<file path="config.mk">
export PLATFORM = sky130hd
export DESIGN_NAME = mem_access_unit
export DESIGN_NICKNAME = d
export VERILOG_FILES = /design/src/rtl/mem_access_unit.sv
export SDC_FILE = /design/constraint.sdc
export NUM_CORES = 1
export LEC_CHECK = 0
export BUFFER_PORTS_ARGS = -buffer_cell sky130_fd_sc_hd__buf_2
export CAP_MARGIN = 20
export CORE_ASPECT_RATIO = 1.4
export CORE_MARGIN = 4
export CORE_UTILIZATION = 46
export CTS_BUF_LIST = sky130_fd_sc_hd__clkbuf_8
export DETAILED_ROUTE_END_ITERATION = 8
export GPL_ROUTABILITY_DRIVEN = 0
export MAX_ROUTING_LAYER = met4
export PLACE_DENSITY = 0.89
export SYNTH_ARGS = -nofsm -noshare
export SYNTH_HDL_FRONTEND = slang
export SYNTH_SLANG_ARGS = --single-unit
</file>
<file path="constraint.sdc">
create_clock -name clk -period 3.05 [get_ports clk]
set_input_delay 0.1525 -clock clk [delete_from_list [all_inputs] [get_ports clk]]
set_output_delay 0.1525 -clock clk [all_outputs]
set_load 0.005 [all_outputs]
</file>
<file path="src/rtl/mem_access_unit.sv">
// Load/store responder: one access at a time over an ack-handshaked, byte-enabled word bus; busy stalls the core.
// Minimum latency accept->resp_valid is one cycle after ack; optional misalignment fault via `ALIGN_CHECK_EN.
module mem_access_unit #(
    parameter int TIMEOUT_CYCLES = 16,
    parameter int AW             = 32
) (
    input  logic          clk,
    input  logic          reset,
    input  logic          req_valid,
    input  logic          req_write,
    input  logic [2:0]    mem_select,
    input  logic [AW-1:0] addr,
    input  logic [31:0]   wdata,
    output logic          req_ready,
    output logic          busy,
    output logic          resp_valid,
    output logic [31:0]   rdata_out,
    output logic          bus_error,
    output logic          mem_req,
    output logic          mem_we,
    output logic [AW-1:0] mem_addr,
    output logic [3:0]    mem_be,
    output logic [31:0]   mem_wdata,
    input  logic          mem_ack,
    input  logic [31:0]   mem_rdata
);

    localparam int CW = (TIMEOUT_CYCLES < 2) ? 1 : $clog2(TIMEOUT_CYCLES + 1);
    localparam logic [CW-1:0] TO_LAST = CW'(TIMEOUT_CYCLES - 1);

    typedef enum logic [1:0] {
        S_IDLE = 2'd0,
        S_REQ  = 2'd1,
        S_RESP = 2'd2
    } state_t;

    state_t        r_state;
    logic [CW-1:0] r_cnt;
    logic [1:0]    r_size;
    logic          r_signed;
    logic          r_write;
    logic [1:0]    r_lane;

    logic [3:0]    w_be;
    logic [31:0]   w_wdata;
    logic          w_fault;
    logic [7:0]    w_byte;
    logic [15:0]   w_half;
    logic [31:0]   w_load;

    // Lane steering and fault detection on the raw request inputs.
    always_comb begin
        w_be    = 4'b0000;
        w_wdata = wdata;
        w_fault = 1'b0;
        case (mem_select[1:0])
            2'd0: begin
                w_be    = 4'b0001 << addr[1:0];
                w_wdata = {4{wdata[7:0]}};
            end
            2'd1: begin
                w_be    = addr[1] ? 4'b1100 : 4'b0011;
                w_wdata = {2{wdata[15:0]}};
`ifdef ALIGN_CHECK_EN
                w_fault = addr[0];
`endif
            end
            2'd2: begin
                w_be    = 4'b1111;
`ifdef ALIGN_CHECK_EN
                w_fault = |addr[1:0];
`endif
            end
            default: w_fault = 1'b1;
        endcase
    end

    // Load alignment uses the lane/size captured at acceptance, not live inputs.
    always_comb begin
        w_byte = mem_rdata[{r_lane, 3'b000} +: 8];
        w_half = r_lane[1] ? mem_rdata[31:16] : mem_rdata[15:0];
        case (r_size)
            2'd0:    w_load = {{24{r_signed & w_byte[7]}}, w_byte};
            2'd1:    w_load = {{16{r_signed & w_half[15]}}, w_half};
            default: w_load = mem_rdata;
        endcase
        if (r_write) begin
            w_load = 32'd0;
        end
    end

    always_ff @(posedge clk or posedge reset) begin
        if (reset) begin
            r_state    <= S_IDLE;
            r_cnt      <= '0;
            r_size     <= 2'd0;
            r_signed   <= 1'b0;
            r_write    <= 1'b0;
            r_lane     <= 2'd0;
            req_ready  <= 1'b0;
            busy       <= 1'b0;
            resp_valid <= 1'b0;
            rdata_out  <= 32'd0;
            bus_error  <= 1'b0;
            mem_req    <= 1'b0;
            mem_we     <= 1'b0;
            mem_addr   <= '0;
            mem_be     <= 4'b0000;
            mem_wdata  <= 32'd0;
        end else begin
            resp_valid <= 1'b0;
            bus_error  <= 1'b0;
            case (r_state)
                S_IDLE: begin
                    req_ready <= 1'b1;
                    if (req_valid) begin
                        req_ready <= 1'b0;
                        busy      <= 1'b1;
                        rdata_out <= 32'd0;
                        if (w_fault) begin
                            resp_valid <= 1'b1;
                            bus_error  <= 1'b1;
                            r_state    <= S_RESP;
                        end else begin
                            mem_req   <= 1'b1;
                            mem_we    <= req_write;
                            mem_addr  <= {addr[AW-1:2], 2'b00};
                            mem_be    <= w_be;
                            mem_wdata <= w_wdata;
                            r_cnt     <= '0;
                            r_write   <= req_write;
                            r_size    <= mem_select[1:0];
                            r_signed  <= mem_select[2];
                            r_lane    <= addr[1:0];
                            r_state   <= S_REQ;
                        end
                    end
                end
                S_REQ: begin
                    // An ack on the same edge as the final timeout count takes priority.
                    if (mem_ack) begin
                        rdata_out  <= w_load;
                        mem_req    <= 1'b0;
                        mem_we     <= 1'b0;
                        resp_valid <= 1'b1;
                        r_state    <= S_RESP;
                    end else if (TIMEOUT_CYCLES != 0) begin
                        if (r_cnt == TO_LAST) begin
                            mem_req    <= 1'b0;
                            mem_we     <= 1'b0;
                            resp_valid <= 1'b1;
                            bus_error  <= 1'b1;
                            rdata_out  <= 32'd0;
                            r_state    <= S_RESP;
                        end else begin
                            r_cnt <= r_cnt + 1'b1;
                        end
                    end
                end
                S_RESP: begin
                    busy      <= 1'b0;
                    req_ready <= 1'b1;
                    r_state   <= S_IDLE;
                end
                default: r_state <= S_IDLE;
            endcase
        end
    end

endmodule
</file>
==> flow_results.org <==
** Synth
- Synth top area share :: 55.03%
- Library cell with the largest summed area after synthesis :: sky130_fd_sc_hd__dfrtp_1
- Of the synthesized area, sequential elements account for 55.03%.
- The cell count after synthesis came out at 541.
- Number of synthesized flops with an enable pin :: 0
- For this run, asynchronously set or reset flops after synthesis account for 100.0%.
- Cell types with the largest area share after synthesis :: sky130_fd_sc_hd__dfrtp_1 (55%), sky130_fd_sc_hd__nand2_1 (12%), sky130_fd_sc_hd__mux2i_1 (6.6%)
- The number of different library cells used by synthesis comes to 48.
- Total standard cell area after synthesis :: 5320 sq um
- Synthesis inferred 117 register bits.
- The most common cell in the synthesized netlist is sky130_fd_sc_hd__nand2_1.
- Post-synthesis average cell area :: 9.834 sq um
- Ranked by instance count, the synthesized netlist is headed by sky130_fd_sc_hd__nand2_1 (166), sky130_fd_sc_hd__dfrtp_1 (117), sky130_fd_sc_hd__o21ai_0 (40).
- Most used DFF post-synth :: sky130_fd_sc_hd__dfrtp_1
- Yosys printed 0 warnings.

** STA
- For the final routed database, the setup TNS stands at 0 ns.
- Setup violations remaining at the end of the flow were counted as 0.
- Fin. max-slew vios :: 0
- Worst-case hold slack :: 0.02912 ns
- Slew at the pin closest to its max-slew limit :: 0.8041 ns
- Top achievable clock speed :: 454.1 MHz
- The clock arrives with 0.008840 ns of skew.
- RSZ-0062 raised after global routing :: no
- The worst pin sits at a relative slew slack of 46.17%.
- The final hold violation count came to 0.
- Share of the cycle needed by the critical path after routing :: 72.20%
- Final critical-path required period :: 2.202 ns

** Detailed routing
- Detailed-route DRC error count :: 0
- The detailed router finished its first iteration with 314 violations.
- Dividing the detail-routed wire length by the instance count gives 16.67 um.
- Detail-routed via count per cell :: 5.343
- For this block, the routed nets add up to 15990 um of wire.
- Highest routing layer actually used :: met4
- The detail route stage leaves a number of antenna-violating nets equal to 0.
- Met1 wire length :: 5980 um
- Detailed routing placed a total of 8220 um of wire on met2.
- Detailed routing placed a total of 1288 um of wire on met3.
- Before antenna repair, the detailed router went through 5 iterations.
- Vias after detailed routing :: 5124

** Die
- In this run the horizontal extent of the chip is 98.89 um.
- The die is 135.2 um tall.
- Total die area :: 13370 sq um
- For this configuration, the core starts out at a cell density of 46.92%.
- The floorplan has 46 rows.
- Boundary pin count :: 210
- Placeable core area :: 11340 sq um

** Placed design
- Port buffering added 207 buffers.
- Final HPWL DP :: 11040 um

** Clocking
- Clock Latency Late Sink :: 0.41 ns
- The number of setup buffers added after CTS is 0.
- CTS saw 117 sinks.
- Number of hold buffers added after CTS :: 59
- Clock-pin slew was measured on the worst setup and hold paths at 0.07 ns.
- H-tree levels :: 4
- Post-cts resize count :: 0
- Clock tree from TritonCTS :: yes
- Counting along the longest clock path gives a buffer depth of 2.
- Root Buffer :: sky130_fd_sc_hd__clkbuf_8
- Buffers inserted during clock tree synthesis total 17.

** Cells and area
- From synthesis to final layout, the design area changed by 40.40%.
- The sequential cells in the finished layout cover a total of 2928 sq um.
- Number of nets at the end of the flow :: 909
- The layout has 854 filler cells.
- Summing all multi-input logic gate instances after layout gives 2181 sq um.
- Share of final-layout standard cells stronger than drive strength 1 :: 33.29%

** Critical path
- STA puts the critical path data arrival time at 2.54 ns.
- The worst register-to-register path begins at r_lane[1]$_DFFE_PP0P_.
- Worst Path Required :: 3.39 ns
- Critical path launch point :: r_lane[1]$_DFFE_PP0P_
- End of the worst register-to-register path :: rdata_out[25]$_DFFE_PP0P_
- In this run the worst setup path terminates at rdata_out[25]$_DFFE_PP0P_.
- R2R cell count :: 4
- Highest fanout seen on the critical path :: 16
- The setup check on the worst reg-to-reg path leaves a slack of 0.85 ns.
- STA classifies the critical path startpoint as a register.
- Critical Setup Path Class :: register to register
- The worst setup path is captured at a register.

** Outcome
- Outcome :: complete, no violations

** Power and ir drop
- Worst VDD drop :: 485.0 uV
- Leakage power figure :: 0.003998 uW
- Dividing total power by cell area gives a power density of 749.1 nW/um^2.

** Global routing
- Remaining global-route overflow :: 0
- Total global-route track usage :: 24.55%
- Maximum number of pins on one net before global-route repair :: 65
- Initial antenna violation count :: 0
- Via count of the first global-routing pass :: 5225
- The first global-routing pass estimated 25430 um of wire.

** Min path
- Min-Delay Path Class :: input port to register
- Startpoint of the most critical hold path :: wdata[31]

** Run
- Max capacitance violation total :: 0
[critical path, cell delays in order, from the launching register on]
cell and delay, ns:
sky130_fd_sc_hd__dfrtp_1 0.70, sky130_fd_sc_hd__mux2i_1 0.19, sky130_fd_sc_hd__mux2_4 0.30, sky130_fd_sc_hd__nor4b_4 0.69, sky130_fd_sc_hd__a221o_1 0.24
[per-layer routing]
layer,track usage (%),vias to the layer above
met4,11.39,0
met3,5.564,44
li1,-,2377
met1,28.38,2418
met5,-,-
met2,40.55,285
[cell families after synthesis]
group / count (synthesis) / share of synthesized area [%]
and+or+nand+nor: 218 / 17.50
AOI/OAI and AO/OA: 114 / 14.77
muxes: 40 / 7.926
adders and majority gates: 2 / 0.4703
DFF: 117 / 55.03
other: 1 / 0.07049
buffers and inverters: 49 / 4.233
[power by group]
group	switching (uW)	leakage [uW]	internal (uW)
Combinational	927	0.00230	829
Sequential	358	0.00149	2040
Clock	589	0.000204	857
Total	1870	0.00400	3720
[final cells by class]
cell class / instances / share of cell area [%]
antenna: 1 / 0.03350
sequential: 117 / 39.20
multi-input combinational: 376 / 29.20
inverter: 13 / 0.7035
timing repair buffer: 278 / 23.02
clock buffer: 20 / 3.685
tap: 144 / 2.412
clock inverter: 10 / 1.759
[worst min-delay path by stage]
stage          cells past startpoint                         to
6_report                           3  mem_wdata[31]$_DFFE_PP0P_
5_1_grt                            2  rdata_out[25]$_DFFE_PP0P_
4_1_cts                            3   mem_wdata[3]$_DFFE_PP0P_
3_5_place_dp                       2       resp_valid$_DFF_PP0_
3_3_place_gp                       2       resp_valid$_DFF_PP0_
2_1_floorplan                      2   mem_addr[10]$_DFFE_PP0P_
[flip-flops by register name, indices dropped and copies added, names as in the netlist]
name        flops
bus_error       1
req_ready       1
mem_req         1
r_cnt           5
mem_be          4
r_state         2
mem_wdata      32
busy            1
r_lane          2
r_signed        1
mem_addr       30
resp_valid      1
r_size          2
r_write         1
rdata_out      32
mem_we          1
[stage by stage]
step | cell area [sq um] | std cells | utilization (%) | setup WS (ns) | total power, uW
floorplan | 5328 | 542 | - | 1.030 | 3290
global placement | 6460 | 868 | 56.97 | 0.9813 | 4009
detailed placement | 6460 | 868 | 56.97 | 0.8907 | 4081
CTS | 7457 | 957 | 65.77 | 0.8659 | 5608
global route | 7467 | 958 | 65.86 | 0.6629 | 5937
finish | 7470 | 959 | 65.88 | 0.8479 | 5596
[cells in the final DEF (no fill, tap or decap), drive strengths merged, types with 16 or more instances in the layout]
cell type    Yosys  final
o21ai           40     40
dfrtp          117    117
dlygate4sd3      0     60
mux2i           35     35
nor2            23     23
clkbuf          19     20
buf             17    218
a21oi           25     25
nand2          166    166
a221o           16     16
(Power assumes the default switching activity.)
